==> config.mk <==
export PLATFORM = sky130hd
export DESIGN_NAME = decoder_seq
export DESIGN_NICKNAME = d
export VERILOG_FILES = /design/src/rtl/decoder_seq.sv
export SDC_FILE = /design/constraint.sdc
export NUM_CORES = 1
export LEC_CHECK = 0
export ABC_AREA = 1
export CAP_MARGIN = 30
export CORE_MARGIN = 2
export CORE_UTILIZATION = 44
export CTS_CLUSTER_DIAMETER = 40
export CTS_CLUSTER_SIZE = 12
export DETAILED_ROUTE_END_ITERATION = 10
export PLACE_DENSITY = 0.79
export SYNTH_ARGS = -nofsm -noshare
export SYNTH_HDL_FRONTEND = slang
export SYNTH_SLANG_ARGS = --single-unit
==> constraint.sdc <==
create_clock -name clk -period 1.9 [get_ports clk]
set_input_delay 0.57 -clock clk [delete_from_list [all_inputs] [get_ports clk]]
set_output_delay 0.57 -clock clk [all_outputs]
set_load 0.02 [all_outputs]
==> src/rtl/decoder_seq.sv <==
// Instruction sequencer for the bb_core control path: fetch, decode, then a
// memory handshake with one-hot unit enables, wait-state timeout and PAUSE.
module decoder_seq #(
    parameter int DATA_WIDTH = 8,
    parameter int UNIT_W     = 6,
    parameter int N_UNITS    = 6,
    parameter int TIMEOUT    = 15
) (
    input  logic                  clk,
    input  logic                  rst,
    input  logic [DATA_WIDTH-1:0] i_ir,
    input  logic                  i_mem_ready,
    input  logic                  i_resume,
    output logic                  o_mem_req,
    output logic [1:0]            o_mem_action,
    output logic                  o_mem_addr_source,
    output logic                  o_pc_counter_en,
    output logic [N_UNITS-1:0]    o_unit_reg_input_en,
    output logic [N_UNITS-1:0]    o_unit_reg_output_en,
    output logic [N_UNITS-1:0]    o_unit_alu_output_en,
    output logic                  o_timeout_err,
    output logic [2:0]            o_state
);

    localparam int CNT_W = (TIMEOUT < 2) ? 1 : $clog2(TIMEOUT + 1);

    typedef enum logic [2:0] {
        S_IDLE   = 3'd0,
        S_FETCH  = 3'd1,
        S_DECODE = 3'd2,
        S_READ   = 3'd3,
        S_WRITE  = 3'd4,
        S_PAUSE  = 3'd5
    } state_t;

    state_t             state_q, state_d;
    logic [1:0]         act_q, act_d;
    logic [UNIT_W-1:0]  u_q, u_d;
    logic [CNT_W-1:0]   cnt_q, cnt_d;
    logic               err_q, err_d;

    logic [31:0]        u_ext;
    logic [N_UNITS-1:0] reg_hot;
    logic [N_UNITS-1:0] alu_hot;
    logic               in_req;
    logic               wait_expired;

    assign u_ext   = 32'(u_q);
    assign reg_hot = (u_ext < 32'(N_UNITS)) ? (N_UNITS'(1) << u_ext) : '0;
    assign alu_hot = ((u_ext >= 32'(N_UNITS)) && (u_ext < 32'(2 * N_UNITS)))
                     ? (N_UNITS'(1) << (u_ext - 32'(N_UNITS))) : '0;

    assign in_req       = (state_q == S_FETCH) || (state_q == S_READ) || (state_q == S_WRITE);
    // Expiry only when this is the TIMEOUT-th ready-low cycle; ready in that cycle still completes.
    assign wait_expired = (TIMEOUT != 0) && ((32'(cnt_q) + 32'd1) == 32'(TIMEOUT));

    // Handshake: req/action/addr_src/output enables are held for the whole wait;
    // the access completes in the cycle i_mem_ready=1, and input_en/pc_en pulse only then.
    always_comb begin
        state_d              = state_q;
        act_d                = act_q;
        u_d                  = u_q;
        cnt_d                = '0;
        err_d                = err_q;
        o_mem_req            = 1'b0;
        o_mem_action         = 2'b00;
        o_mem_addr_source    = 1'b0;
        o_pc_counter_en      = 1'b0;
        o_unit_reg_input_en  = '0;
        o_unit_reg_output_en = '0;
        o_unit_alu_output_en = '0;

        case (state_q)
            S_IDLE: state_d = S_FETCH;
            S_FETCH: begin
                o_mem_req    = 1'b1;
                o_mem_action = 2'b01;
                if (i_mem_ready) begin
                    o_pc_counter_en     = 1'b1;
                    o_unit_reg_input_en = N_UNITS'(1);
                    state_d             = S_DECODE;
                end
            end
            S_DECODE: begin
                act_d = i_ir[DATA_WIDTH-1 -: 2];
                u_d   = i_ir[UNIT_W-1:0];
                case (i_ir[DATA_WIDTH-1 -: 2])
                    2'b00, 2'b01: state_d = S_READ;
                    2'b10:        state_d = S_WRITE;
                    default:      state_d = S_PAUSE;
                endcase
            end
            S_READ: begin
                o_mem_req         = 1'b1;
                o_mem_action      = 2'b01;
                o_mem_addr_source = (act_q == 2'b01);
                if (i_mem_ready) begin
                    o_pc_counter_en     = (act_q == 2'b00);
                    o_unit_reg_input_en = reg_hot;
                    state_d             = S_FETCH;
                end
            end
            S_WRITE: begin
                o_mem_req            = 1'b1;
                o_mem_action         = 2'b10;
                o_mem_addr_source    = 1'b1;
                o_unit_reg_output_en = reg_hot;
                o_unit_alu_output_en = alu_hot;
                if (i_mem_ready) state_d = S_FETCH;
            end
            S_PAUSE: if (i_resume) state_d = S_FETCH;
            default: state_d = S_IDLE;
        endcase

        if (in_req && !i_mem_ready) begin
            if (wait_expired) begin
                err_d   = 1'b1;
                state_d = S_PAUSE;
            end else begin
                cnt_d = cnt_q + CNT_W'(1);
            end
        end
    end

    always_ff @(posedge clk) begin
        if (rst) begin
            state_q <= S_IDLE;
            act_q   <= '0;
            u_q     <= '0;
            cnt_q   <= '0;
            err_q   <= 1'b0;
        end else begin
            state_q <= state_d;
            act_q   <= act_d;
            u_q     <= u_d;
            cnt_q   <= cnt_d;
            err_q   <= err_d;
        end
    end

    assign o_timeout_err = err_q;
    assign o_state       = state_q;

endmodule

======== Yosys cells after proc, flatten, opt, wreduce, memory -nomap -nowiden ========
Cells that the tools add are included.
cells by class
  equal/unequal tests ..................... 9
  shift operators ......................... 2
  muxes and demuxes ....................... 20
  bitwise operators ....................... 1
  add/subtract/negate cells ............... 3
  order comparisons ....................... 3
  reductions and logical operators ........ 14
operators with widths
  cell                    count
  $shl A1 B32 Y6 const A  1
  $mux W6                 5
  $mux W3                 5
  $pmux W3 S5             1
  $pmux W6 S2             1
  $sub A6 B3 Y7 const B   1
  $eq A3 B2 Y1 const B    2
  $eq A3 B3 Y1 const B    2
  $ge A6 B3 Y1 const B    1
  $lt A6 B3 Y1 const B    1
  $lt A6 B4 Y1 const B    1
  $pmux W3 S2             1
  $reduce_or A2 Y1        3
  $reduce_or A3 Y1        2
  $shl A1 B6 Y6 const A   1
  $add A4 B1 Y5 const B   1
  $eq A5 B4 Y1 const B    1
  $add A4 B1 Y4 const B   1
  $eq A2 B1 Y1 const B    2
  $logic_not A2 Y1        2
  $mux W1                 4
  $pmux W1 S2             2
  $pmux W2 S2             1
  $eq A3 B1 Y1 const B    1
  other kinds (7)         9
word-level totals
  input port bits ......................... 12
  output and inout port bits .............. 27
  word-level logic and storage cells ...... 57
  bits in registers ....................... 16

======== Logic depth before layout (Yosys ltp) ========
  word-level depth ........................ 6
  gate-level depth with buffers ........... 8
  mapped depth without buffers ............ 8

======== Worst setup path after synthesis ========
OpenSTA, ideal clock, no wires.
  kind .................................... reg-to-output
  start ................................... register u_q[2]
  end ..................................... output o_unit_alu_output_en[0]
  path slack .............................. -0.010 ns
  arrival ................................. 1.340 ns
  data required time ...................... 1.330 ns
  cell stages (with the launch flop) ...... 9
  path buffers ............................ 0
  cell sequence ........................... dfxtp_1 ha_1 nor2_2 nand2_1 nand2_1 nand2_1 nor2_4 nand3_1 nor2_1
on the way
  longest elaborated chain between the ends .. 4
  elaborated cells on any way between the ends .. 7
  classes of those cells .................. add/sub (1); order compare (2); shift (1); mux (2); reduce/logical (1)
ends and longest elaborated chain
  what                                                   RTL line  source
  from (decl)                                            38        logic [UNIT_W-1:0] u_q, u_d;
  from (signal assigned)                                 135       u_q <= u_d;
  $sub A6 B3 Y7, or another cell as far along            51        ? (N_UNITS'(1) << (u_ext - 32'(N_UNITS))) : '0;
  $shl A1 B32 Y6 or $logic_and A1 B1 Y1 (tied branches)  51, 50
  $mux W6 *                                              51
  $mux W6 *                                              73        case (state_q)
  to (decl)                                              20        output logic [N_UNITS-1:0] o_unit_alu_output_en,
Mark *: on every way between the ends. The rest lies on a longest branch, timed or not.

======== Worst setup path in the final report ========
  start ................................... register u_q[1]
  end ..................................... output o_unit_alu_output_en[1]
Same word-level chain as after synthesis.

==> impl_results.md <==
* Crit path required time at 1330 ps
* Warnings from Yosys at 0
* Mean Syn Cell Area at 6.506 µm²
* Max Freq at 459.0 MHz
* Setup violations, final at 19
* H-Tree Depth at 1
* CP max-delay cell: dfxtp_1
* Worst Setup Slack, final at -278.7 ps
* Initial DRC count at 24
* Gr ovfl total at 0
* Cell variety after synth at 26
* Cell Chain, Critical Path: buf_4 > nand2_1 > nand3_1 > nand2_1 > nor2_4 > nand3_2 > nor2_1 > buf_4
* Post-detail-place hpwl at 2391 µm
* Yosys reg bits at 16
* Final Max Slew Viols at 0
* DRT Pass-1 Iters at 5
* Total Wirelength at approximately 3200 µm
* Critical-path maximum fanout at 8
* Post-Synthesis Cell Area at about 0.0011 mm²
* Tcrit/Tclk final at 114.7%
* R2r setup slk at 390 ps
* Die Wd at 53.40 µm
* Buffers on Ports at 38
* Placement Cell Area at 0.001645 mm²
* Place WS at -770.6 ps
* Worst-path clk slew at 90 ps
* Clk_skew at 1.998 ps
* First-pass GRT wire length at 4919 µm
* IO Pins at 39
* Residual DRC at 0
* Area grow syn2layout at 64.22%
* ANT cells at 0
* Sequential area share after synthesis at 29.84%
* CTS Buf Count at 3
* Largest net degree at the start of global routing at 17
* Number of global-route vias before repair at 1134
* Commonest cells after routing, fill and taps aside: 40 x nand2_1, 39 x buf_4, 24 x nor2_1
* Num Clock Sinks at 16
* Nets@finish at 247
* PwrDens at 547.0 mW/mm²
* CTS tree: built
* Crit end category: output port
* Min cycle time layout at 2179 ps
* ANT nets after route at 0
* Routed WL per cell at 12.44 µm
* Hold WC Path Type: register to register
* Final Util at 78.19%
* Design area at 0.001763 mm²
* Slew margin rel. at 78.28%
* RSZ-0062 raised after global routing: yes
* Status: complete, but fails checks
* Chip height at 53.40 µm
* Final hold vios at 0
* Via count at 1284
* Top cell type by total area after synthesis: dfxtp_1
* Crit path kind: register to output port
* Top cells by area, synth: dfxtp_1 30%, nand2_1 15%, nor2_1 9.4%
* Core ar. at 0.002255 mm²
* Worst skew pair latency at 280 ps
* Critical path's largest stage delay at approximately 380 ps
* Mapped Nets at 180
* GRT Overall Usage at around a quarter
* Initial antenna violation count at 0
* Gp weighted congestion at 0.8554
* Violated checks: setup timing
* Most common cell after layout, fill and taps aside: nand2_1
* FP Rows at 17
* Fillcell total at ~170
* Max Cap Violations at 0
* CTS max path bufs at 2
* Starting density of the core at 47.61%
* Slew @ Worst Pin at 323.1 ps
* Lkg Pwr at 0.8176 nW
* Die area at 0.002851 mm²
* Mapped Cells at approximately 170
* Ratio of cells with drive above 1 in the final layout at 41.99%
* Via density at 4.958
* Maximum vdd drop at slightly below 0.6 mV
* Crit path DAT at 1610 ps
* Top-area cell type share of the netlist area at 29.84%
* CTS root buffer: clkbuf_4
* Worst Setup Start Kind: register
==> final cells by class <==
cell class / count / area (µm²) / area share, %
clock buffer: 4 / 36.28 / 2.058
multi-input combinational: 125 / 753.2 / 42.73
sequential: 16 / 330.3 / 18.74
inverter: 21 / 81.33 / 4.613
timing repair buffer: 65 / 526.8 / 29.88
tap: 28 / 35.03 / 1.987
==> flip-flops by register name, indices dropped and copies added (netlist names) <==
name / flops
o_timeout_err: 1
act_q: 2
u_q: 6
cnt_q: 4
o_state: 3
==> cells by family (layout without fill, tap and decap cells) <==
kind of cell | after synthesis | count (layout) | share of synthesized area [%]
fa+ha+maj | 3 | 3 | 3.497
xor+xnor | 1 | 1 | 0.8160
buf+inv | 24 | 90 | 9.557
flops | 16 | 16 | 29.84
compound gates | 20 | 20 | 10.49
simple gates | 101 | 101 | 45.80
==> synth_stat cells, drive strengths merged <==
| cell type | n |
|---|---|
| a21oi | 9 |
| buf | 3 |
| dfxtp | 16 |
| ha | 3 |
| inv | 21 |
| nand2 | 45 |
| nand3 | 13 |
| nand3b | 1 |
| nand4 | 4 |
| nor2 | 37 |
| nor4 | 1 |
| o211ai | 1 |
| o21ai | 8 |
| o31ai | 2 |
| xnor2 | 1 |
==> where the power goes <==
part	leakage, nW	switching, mW	internal (mW)
clock network	0.0210	0.106	0.117
logic	0.664	0.198	0.163
registers	0.132	0.0264	0.355
total	0.818	0.330	0.634
==> per-stage QoR <==
stage	instances	setup TNS (ps)	power (mW)	hold WS, ps
after detailed placement	252	-10200	0.7065	440.8
final	259	-4128	0.9642	454.1
after CTS	257	-4266	0.9407	457.9
after floorplan	165	-36.37	0.5460	450.8
after global routing	259	-5733	1.016	490.0
after global placement	252	-9365	0.6960	443.7
==> worst max-delay path: cells and delay by family, from the launching register on <==
family                 cells  cell delay [ps]
AND/OR/NAND/NOR            6              600
buffers and inverters      2              340
flip-flops                 1              380
==> repair_timing <==
item                                    CTS  global route
pin swaps                                10             9
hold buffers                              0             0
resized for setup                       135            15
buffers inserted                          1             2
endpoints found under the setup margin   26            22
==> metal layers <==
metal | part of all wire (%) | up-vias | track usage [%]
li1 | - | 660 | -
met1 | 42 | 579 | 27.52
met2 | 53 | 43 | 44.44
met3 | 5.1 | 2 | 2.825
met4 | 0.53 | 0 | 5.128
met5 | 0 | - | 0
==> final timing paths <==
check,to,from,cells past startpoint
hold / removal,o_timeout_err,o_timeout_err,2
setup / recovery,o_unit_alu_output_en[1],u_q[1],8
hold reg to reg,o_timeout_err,o_timeout_err,2
setup reg to reg,o_state[1],o_state[0],7
(Power assumes the default switching activity.)
